File: src/rtl/clk_div_ctrl.sv
// rtl/clk_div_ctrl.sv - run-time ratio controller for the programmable even clock divider
//
// Takes software ratio-change requests over a req/ack handshake, validates the
// requested ratio, waits for the downstream divider to reach its period
// boundary (wrap_i), then masks the divided clock while div_o changes and
// releases it afterwards, so the divided clock never glitches.
//
// Optional feature macro: CLK_DIV_CTRL_TIMEOUT_EN
//   When defined, a request that sees no wrap_i within TIMEOUT cycles is
//   aborted with ack_o=1, err_o=1 and div_o/clk_en_o left untouched.
//
// Ports:
//   clk_i     in   1  source clock
//   rst_n_i   in   1  asynchronous reset, active low
//   req_i     in   1  change request (level, held until ack_o)
//   div_i     in   7  requested ratio, stable while req_i is high
//   wrap_i    in   1  divider at last count of its period (1-cycle pulse)
//   div_o     out  7  ratio applied to the divider
//   clk_en_o  out  1  divided-clock output enable (0 = output forced low)
//   busy_o    out  1  request in progress
//   ack_o     out  1  1-cycle completion pulse
//   err_o     out  1  1-cycle error flag, valid only with ack_o

module clk_div_ctrl #(
    parameter int DIV_RST  = 8,
    parameter int DIV_MAX  = 126,
    parameter int GATE_CYC = 4,
    parameter int TIMEOUT  = 1024
) (
    input  logic       clk_i,
    input  logic       rst_n_i,
    input  logic       req_i,
    input  logic [6:0] div_i,
    input  logic       wrap_i,
    output logic [6:0] div_o,
    output logic       clk_en_o,
    output logic       busy_o,
    output logic       ack_o,
    output logic       err_o
);

    localparam int         GW        = $clog2(GATE_CYC + 1);
    localparam logic [6:0] DIV_RST_V = 7'(DIV_RST);
    localparam logic [6:0] DIV_MAX_V = 7'(DIV_MAX);
    localparam logic [GW-1:0] GATE_LAST = GW'(GATE_CYC - 1);

    // Elaboration-time guard against an illegal parameter set.
    generate
        if ((DIV_RST % 2) != 0 || DIV_RST < 2 || DIV_RST > DIV_MAX ||
            (DIV_MAX % 2) != 0 || DIV_MAX > 126 || GATE_CYC < 1 || TIMEOUT < 1) begin : g_bad_cfg
            $error("clk_div_ctrl: illegal parameter set");
        end
    endgenerate

    typedef enum logic [1:0] {
        S_IDLE      = 2'd0,
        S_WAIT_WRAP = 2'd1,
        S_GATE      = 2'd2,
        S_DONE      = 2'd3
    } state_t;

    state_t          state_q, state_d;
    logic [6:0]      div_q, div_d;
    logic [6:0]      lat_q, lat_d;
    logic            clk_en_q, clk_en_d;
    logic            busy_q, busy_d;
    logic            ack_q, ack_d;
    logic            err_q, err_d;
    logic            ack_prev_q;
    logic [GW-1:0]   gate_cnt_q, gate_cnt_d;

    logic            req_ok;
    logic            div_bad;
    logic            div_same;
    logic            gate_end;
    logic            tmo_expire;

    // The master only sees ack_o one cycle late, so req_i is still high in
    // the ack cycle and possibly the one after; neither may start a new request.
    assign req_ok   = req_i && !ack_q && !ack_prev_q;
    assign div_bad  = div_i[0] || (div_i < 7'd2) || (div_i > DIV_MAX_V);
    assign div_same = (div_i == div_q);
    assign gate_end = (gate_cnt_q == GATE_LAST);

`ifdef CLK_DIV_CTRL_TIMEOUT_EN
    localparam int TW = $clog2(TIMEOUT + 1);
    localparam logic [TW-1:0] TMO_LAST = TW'(TIMEOUT - 1);

    logic [TW-1:0] tmo_cnt_q, tmo_cnt_d;

    // Expiry is the TIMEOUT-th cycle spent in WAIT_WRAP; a wrap_i on that
    // same cycle takes priority in the next-state logic.
    assign tmo_expire = (state_q == S_WAIT_WRAP) && (tmo_cnt_q == TMO_LAST);

    always_comb begin
        tmo_cnt_d = '0;
        if (state_q == S_WAIT_WRAP && !wrap_i) begin
            tmo_cnt_d = tmo_cnt_q + TW'(1);
        end
    end

    always_ff @(posedge clk_i or negedge rst_n_i) begin
        if (!rst_n_i) begin
            tmo_cnt_q <= '0;
        end else begin
            tmo_cnt_q <= tmo_cnt_d;
        end
    end
`else
    assign tmo_expire = 1'b0;
`endif

    // State and output registers.
    always_ff @(posedge clk_i or negedge rst_n_i) begin
        if (!rst_n_i) begin
            state_q    <= S_IDLE;
            div_q      <= DIV_RST_V;
            lat_q      <= DIV_RST_V;
            clk_en_q   <= 1'b1;
            busy_q     <= 1'b0;
            ack_q      <= 1'b0;
            err_q      <= 1'b0;
            ack_prev_q <= 1'b0;
            gate_cnt_q <= '0;
        end else begin
            state_q    <= state_d;
            div_q      <= div_d;
            lat_q      <= lat_d;
            clk_en_q   <= clk_en_d;
            busy_q     <= busy_d;
            ack_q      <= ack_d;
            err_q      <= err_d;
            ack_prev_q <= ack_q;
            gate_cnt_q <= gate_cnt_d;
        end
    end

    // Next-state logic.
    always_comb begin
        state_d = state_q;
        case (state_q)
            S_IDLE: begin
                if (req_ok && !div_bad && !div_same) begin
                    state_d = S_WAIT_WRAP;
                end
            end
            S_WAIT_WRAP: begin
                if (wrap_i) begin
                    state_d = S_GATE;
                end else if (tmo_expire) begin
                    state_d = S_DONE;
                end
            end
            S_GATE: begin
                if (gate_end) begin
                    state_d = S_DONE;
                end
            end
            S_DONE: begin
                state_d = S_IDLE;
            end
            default: begin
                state_d = S_IDLE;
            end
        endcase
    end

    // Next values of the registered outputs, counters and latched ratio.
    always_comb begin
        div_d      = div_q;
        lat_d      = lat_q;
        gate_cnt_d = '0;
        ack_d      = 1'b0;
        err_d      = 1'b0;

        // Enable drops and the new ratio lands on the same edge, so the
        // divider never runs an unmasked period with a half-applied ratio.
        clk_en_d = (state_d != S_GATE);
        busy_d   = (state_d == S_WAIT_WRAP) || (state_d == S_GATE);

        case (state_q)
            S_IDLE: begin
                if (req_ok) begin
                    if (div_bad) begin
                        ack_d = 1'b1;
                        err_d = 1'b1;
                    end else if (div_same) begin
                        ack_d = 1'b1;
                    end else begin
                        lat_d = div_i;
                    end
                end
            end
            S_WAIT_WRAP: begin
                if (wrap_i) begin
                    div_d = lat_q;
                end else if (tmo_expire) begin
                    ack_d = 1'b1;
                    err_d = 1'b1;
                end
            end
            S_GATE: begin
                if (gate_end) begin
                    ack_d = 1'b1;
                end else begin
                    gate_cnt_d = gate_cnt_q + GW'(1);
                end
            end
            default: begin
            end
        endcase
    end

    assign div_o    = div_q;
    assign clk_en_o = clk_en_q;
    assign busy_o   = busy_q;
    assign ack_o    = ack_q;
    assign err_o    = err_q;

endmodule

File: config.mk
export PLATFORM = sky130hd
export DESIGN_NAME = clk_div_ctrl
export DESIGN_NICKNAME = d
export VERILOG_FILES = /design/src/rtl/clk_div_ctrl.sv
export SDC_FILE = /design/constraint.sdc
export NUM_CORES = 1
export LEC_CHECK = 0
export ABC_CLOCK_PERIOD_IN_PS = 2300
export CAP_MARGIN = 30
export CORE_ASPECT_RATIO = 1.4
export CORE_MARGIN = 2
export CORE_UTILIZATION = 49
export CTS_CLUSTER_SIZE = 40
export DETAILED_ROUTE_END_ITERATION = 7
export PLACE_DENSITY = 0.77
export SYNTH_ARGS = -nofsm -noshare
export SYNTH_HDL_FRONTEND = slang
export SYNTH_SLANG_ARGS = --single-unit
File: constraint.sdc
create_clock -name clk_i -period 2.3 [get_ports clk_i]
set_input_delay 0.69 -clock clk_i [delete_from_list [all_inputs] [get_ports clk_i]]
set_output_delay 0.69 -clock clk_i [all_outputs]
set_load 0.01 [all_outputs]
==> flow_results.org <==
** Run status
- Outcome :: finished, final reports clean

** Final layout
- The post-route netlist has about a quarter of its cells at a drive strength greater than 1.
- Compared with the post-synthesis result, the final layout area differs by 27.5%.
- 0 antenna diodes ended up in the layout.
- The filler cells instantiated in the layout total 155.
- Final non-filler cell total :: 121
- Final Net Count :: about 110

** Routing
- Detailed router's first-iteration violation count :: 7
- Mean routed wirelength per cell :: 14.8 um
- Via-per-instance ratio :: 5.29
- After detailed routing, the number of remaining DRC violations is 0.
- Once detail routing completed, the nets flagged for antenna violations numbered 0.
- Final Routed Wirelength :: 1790 um
- Summing over every cut layer, the via total after detailed routing is 640.
- For this run, the detailed router's first-pass iteration total came to 4.

** Synthesis
- A synthesized cell averages 14.2 sq um.
- Post-synthesis async set-or-reset flop share :: 100%
- Post-synthesis cell area :: 1040 sq um
- The synthesized design contains 24 register bits.
- For this run, the number of Yosys warnings is 0.
- The share of the Yosys chip area taken by registers is 58.3%.
- Summed over its instances, the top area cell type makes up 50.7% of the synthesized netlist area.
- By count the netlist is led by dfrtp_1 (21), mux2_2 (7), mux2_4 (6).
- Of all cell types, the one taking the most synthesized area is dfrtp_1.
- The number of nets handed over by synthesis was 86.
- Counting flops with a built-in enable in the synthesized netlist gives 0.
- dfrtp_1 is the most common cell in the netlist.
- Among all flip-flop cells after synthesis, the most frequent one is dfrtp_1.
- Ranked by total cell area, the synthesized netlist is headed by dfrtp_1 (51%), mux2_4 (8.7%), dfstp_2 (7.6%).
- The netlist uses 25 different library cells.
- Gate Count Post-Synth :: 73

** CTS
- Clk slew on worst S/H paths :: 120 ps
- TritonCTS created 3 clock buffers.
- CTS saw 24 sinks.
- Maximum level of the CTS H-tree :: 1
- CTS Buffer Depth :: 2
- At the later pin of the worst-skew pair, clock insertion delay measures 310 ps.
- Clock root cell :: clkbuf_4
- Clock tree from TritonCTS :: done
- Post-CTS setup-driven buffer insertion count :: 0
- After clock tree synthesis, the flow added hold-fix buffers numbering 0.
- Post-CTS Resized :: 0

** Placement
- Post-Place Setup Slack :: -286 ps
- Detailed placement ended at an HPWL of 1290 um.
- # port buffers :: 21
- Once placement completed, the tool counted placed cells totaling 116.
- Final weighted congestion in routability-driven placement :: 0.773

** Die
- Initial Utilization :: between 50% and 60%
- The die is 58.4 um tall.
- For this design the top-level I/O count stands at 22.
- Chip Width :: 42.9 um
- The floorplan step defined a core boundary enclosing 1970 sq um.
- In this run the core area contains 19 standard-cell rows.
- The die covers 2500 sq um.

** Min path
- In this run the most critical hold path is launched from ack_o$_DFF_PN0_.
- The worst hold path terminates at ack_prev_q$_DFF_PN0_.
- In this run the worst hold path is classified as register to register.
- Counting instances, the worst hold path has a depth of 0.

** Timing
- Post-Route Skew :: 6.49 ps
- The worst pin sits at a relative slew slack of 68.0%.
- The number of hold violations in the final report was 0.
- On the final layout, the worst hold slack is 414 ps.
- Actual transition at the worst max-transition pin :: between 400 and 500 ps
- Max Freq :: 455 MHz
- After layout, the worst path uses 95.5% of the clock period.
- The final number of max-transition violations is 0.
- Setup ws final :: 104 ps
- Final critical delay including setup and external delays :: 2200 ps
- Total of endpoints with negative setup slack in the final report :: 0
- Unrepaired setup endpoints after global routing :: no

** Worst setup path
- Arrival time at the worst endpoint :: approximately 2400 ps
- Terminus of the critical flop-to-flop path :: busy_o$_DFF_PN0_
- STA classifies the critical path endpoint as a register.
- Start of the worst register-to-register path :: div_o[3]$_DFFE_PN1P_
- At the worst endpoint, the required time is approximately 2500 ps.
- The setup path with the least slack is of type input port to register.
- Max Fanout on Critical Path :: 5
- Reg-to-reg setup timing slack :: 510 ps
- Measured in cells, the most critical reg-to-reg path has a length of 7.
- Element type at the critical path start :: input port

** Global routing
- The number of global-route vias before repair was between 600 and 700.
- Largest net degree at the start of global routing :: 25
- The first global-routing pass estimated 2970 um of wire.
- The initial antenna violation count came to 0.
- For this run the aggregate overflow at the end of global routing stands at 0.
- Overall routing resource usage :: 16.1%

** Power
- Cell Pwr Density :: about 1100 nW/um^2
- Overall power consumption after layout is estimated at 1.49 mW.
- VDD sags by at most 0.000649 V.
- Leak Pwr :: 0.598 nW

** Run
- Max-cap violations in this run came to 0.
==> metrics by stage <==
step	cell area (sq um)	utilization, %	TNS [ps]
final	1320	67.0	0
after global routing	1320	67.0	0
after floorplan	1040	-	0
after global placement	1280	64.7	-1030
after detailed placement	1280	64.7	-1970
after CTS	1310	66.5	0
==> flip-flops by register name, summed over array words and instances, names as in the netlist <==
name        count
ack_o           1
ack_prev_q      1
busy_o          1
clk_en_o        1
div_o           7
err_o           1
gate_cnt_q      3
lat_q           7
state_q         2
==> power by group <==
group | leakage (nW) | switching (mW) | internal (mW)
sequential | 0.299 | 0.107 | 0.598
clock | 0.0210 | 0.114 | 0.0967
combinational | 0.277 | 0.212 | 0.364
==> routing by layer <==
metal	GRT usage, %	wire length (um)	part of all wire [%]
met3	3.07	79	4.4
met1	18.6	760	42
met5	0	0	0
met2	29.4	901	50
met4	5.36	49	2.7
==> worst max-delay path: stages <==
cell	delay [ps]
clkdlybuf4s50_1	530
nor4_1	80
a21oi_1	210
o41a_1	240
nor2b_4	280
nor2_1	80
ha_1	270
inv_1	40
==> cell families (layout without fill, tap and decap cells) <==
kind of cell | Yosys count | count (layout) | synth area share, %
compound gates | 4 | 4 | 2.54
xor+xnor | 7 | 7 | 5.92
fa+ha+maj | 2 | 2 | 2.42
buf+inv | 3 | 29 | 1.81
flops | 24 | 24 | 58.3
mux | 13 | 13 | 16.3
simple gates | 20 | 21 | 12.7
==> cell type report <==
cell class              instances  area [sq um]  share of cell area, %
repair buffers                 23           225                   17.0
clock buffers                   4          36.3                   2.75
well taps                      21          26.3                   1.99
multi-input cells              47           422                   31.9
flip-flops and latches         24           604                   45.7
inverters                       2          7.51                  0.568
==> worst max path at each step <==
stage	start	end	cells past startpoint
global route	div_i[5]	busy_o$_DFF_PN0_	8
detailed placement	div_i[6]	busy_o$_DFF_PN0_	8
CTS	div_i[6]	busy_o$_DFF_PN0_	8
floorplan	div_i[5]	busy_o$_DFF_PN0_	7
finish	div_i[6]	busy_o$_DFF_PN0_	8
global placement	div_i[5]	busy_o$_DFF_PN0_	8
==> cells in the final DEF, fill, tap and decap left out, types with 2 or more instances in the layout <==
cell             instances
nand3b_1                 2
nand2b_1                 3
dfstp_2                  3
clkdlybuf4s50_1         21
dfrtp_1                 21
nand2_1                  2
xnor2_1                  4
mux2_2                   7
inv_1                    2
clkbuf_4                 3
mux2_4                   6
o21ai_0                  2
xor2_1                   3
buf_4                    2
nor2_1                   3
nor3b_1                  2
ha_1                     2
Power figures use the tool's default switching activity.
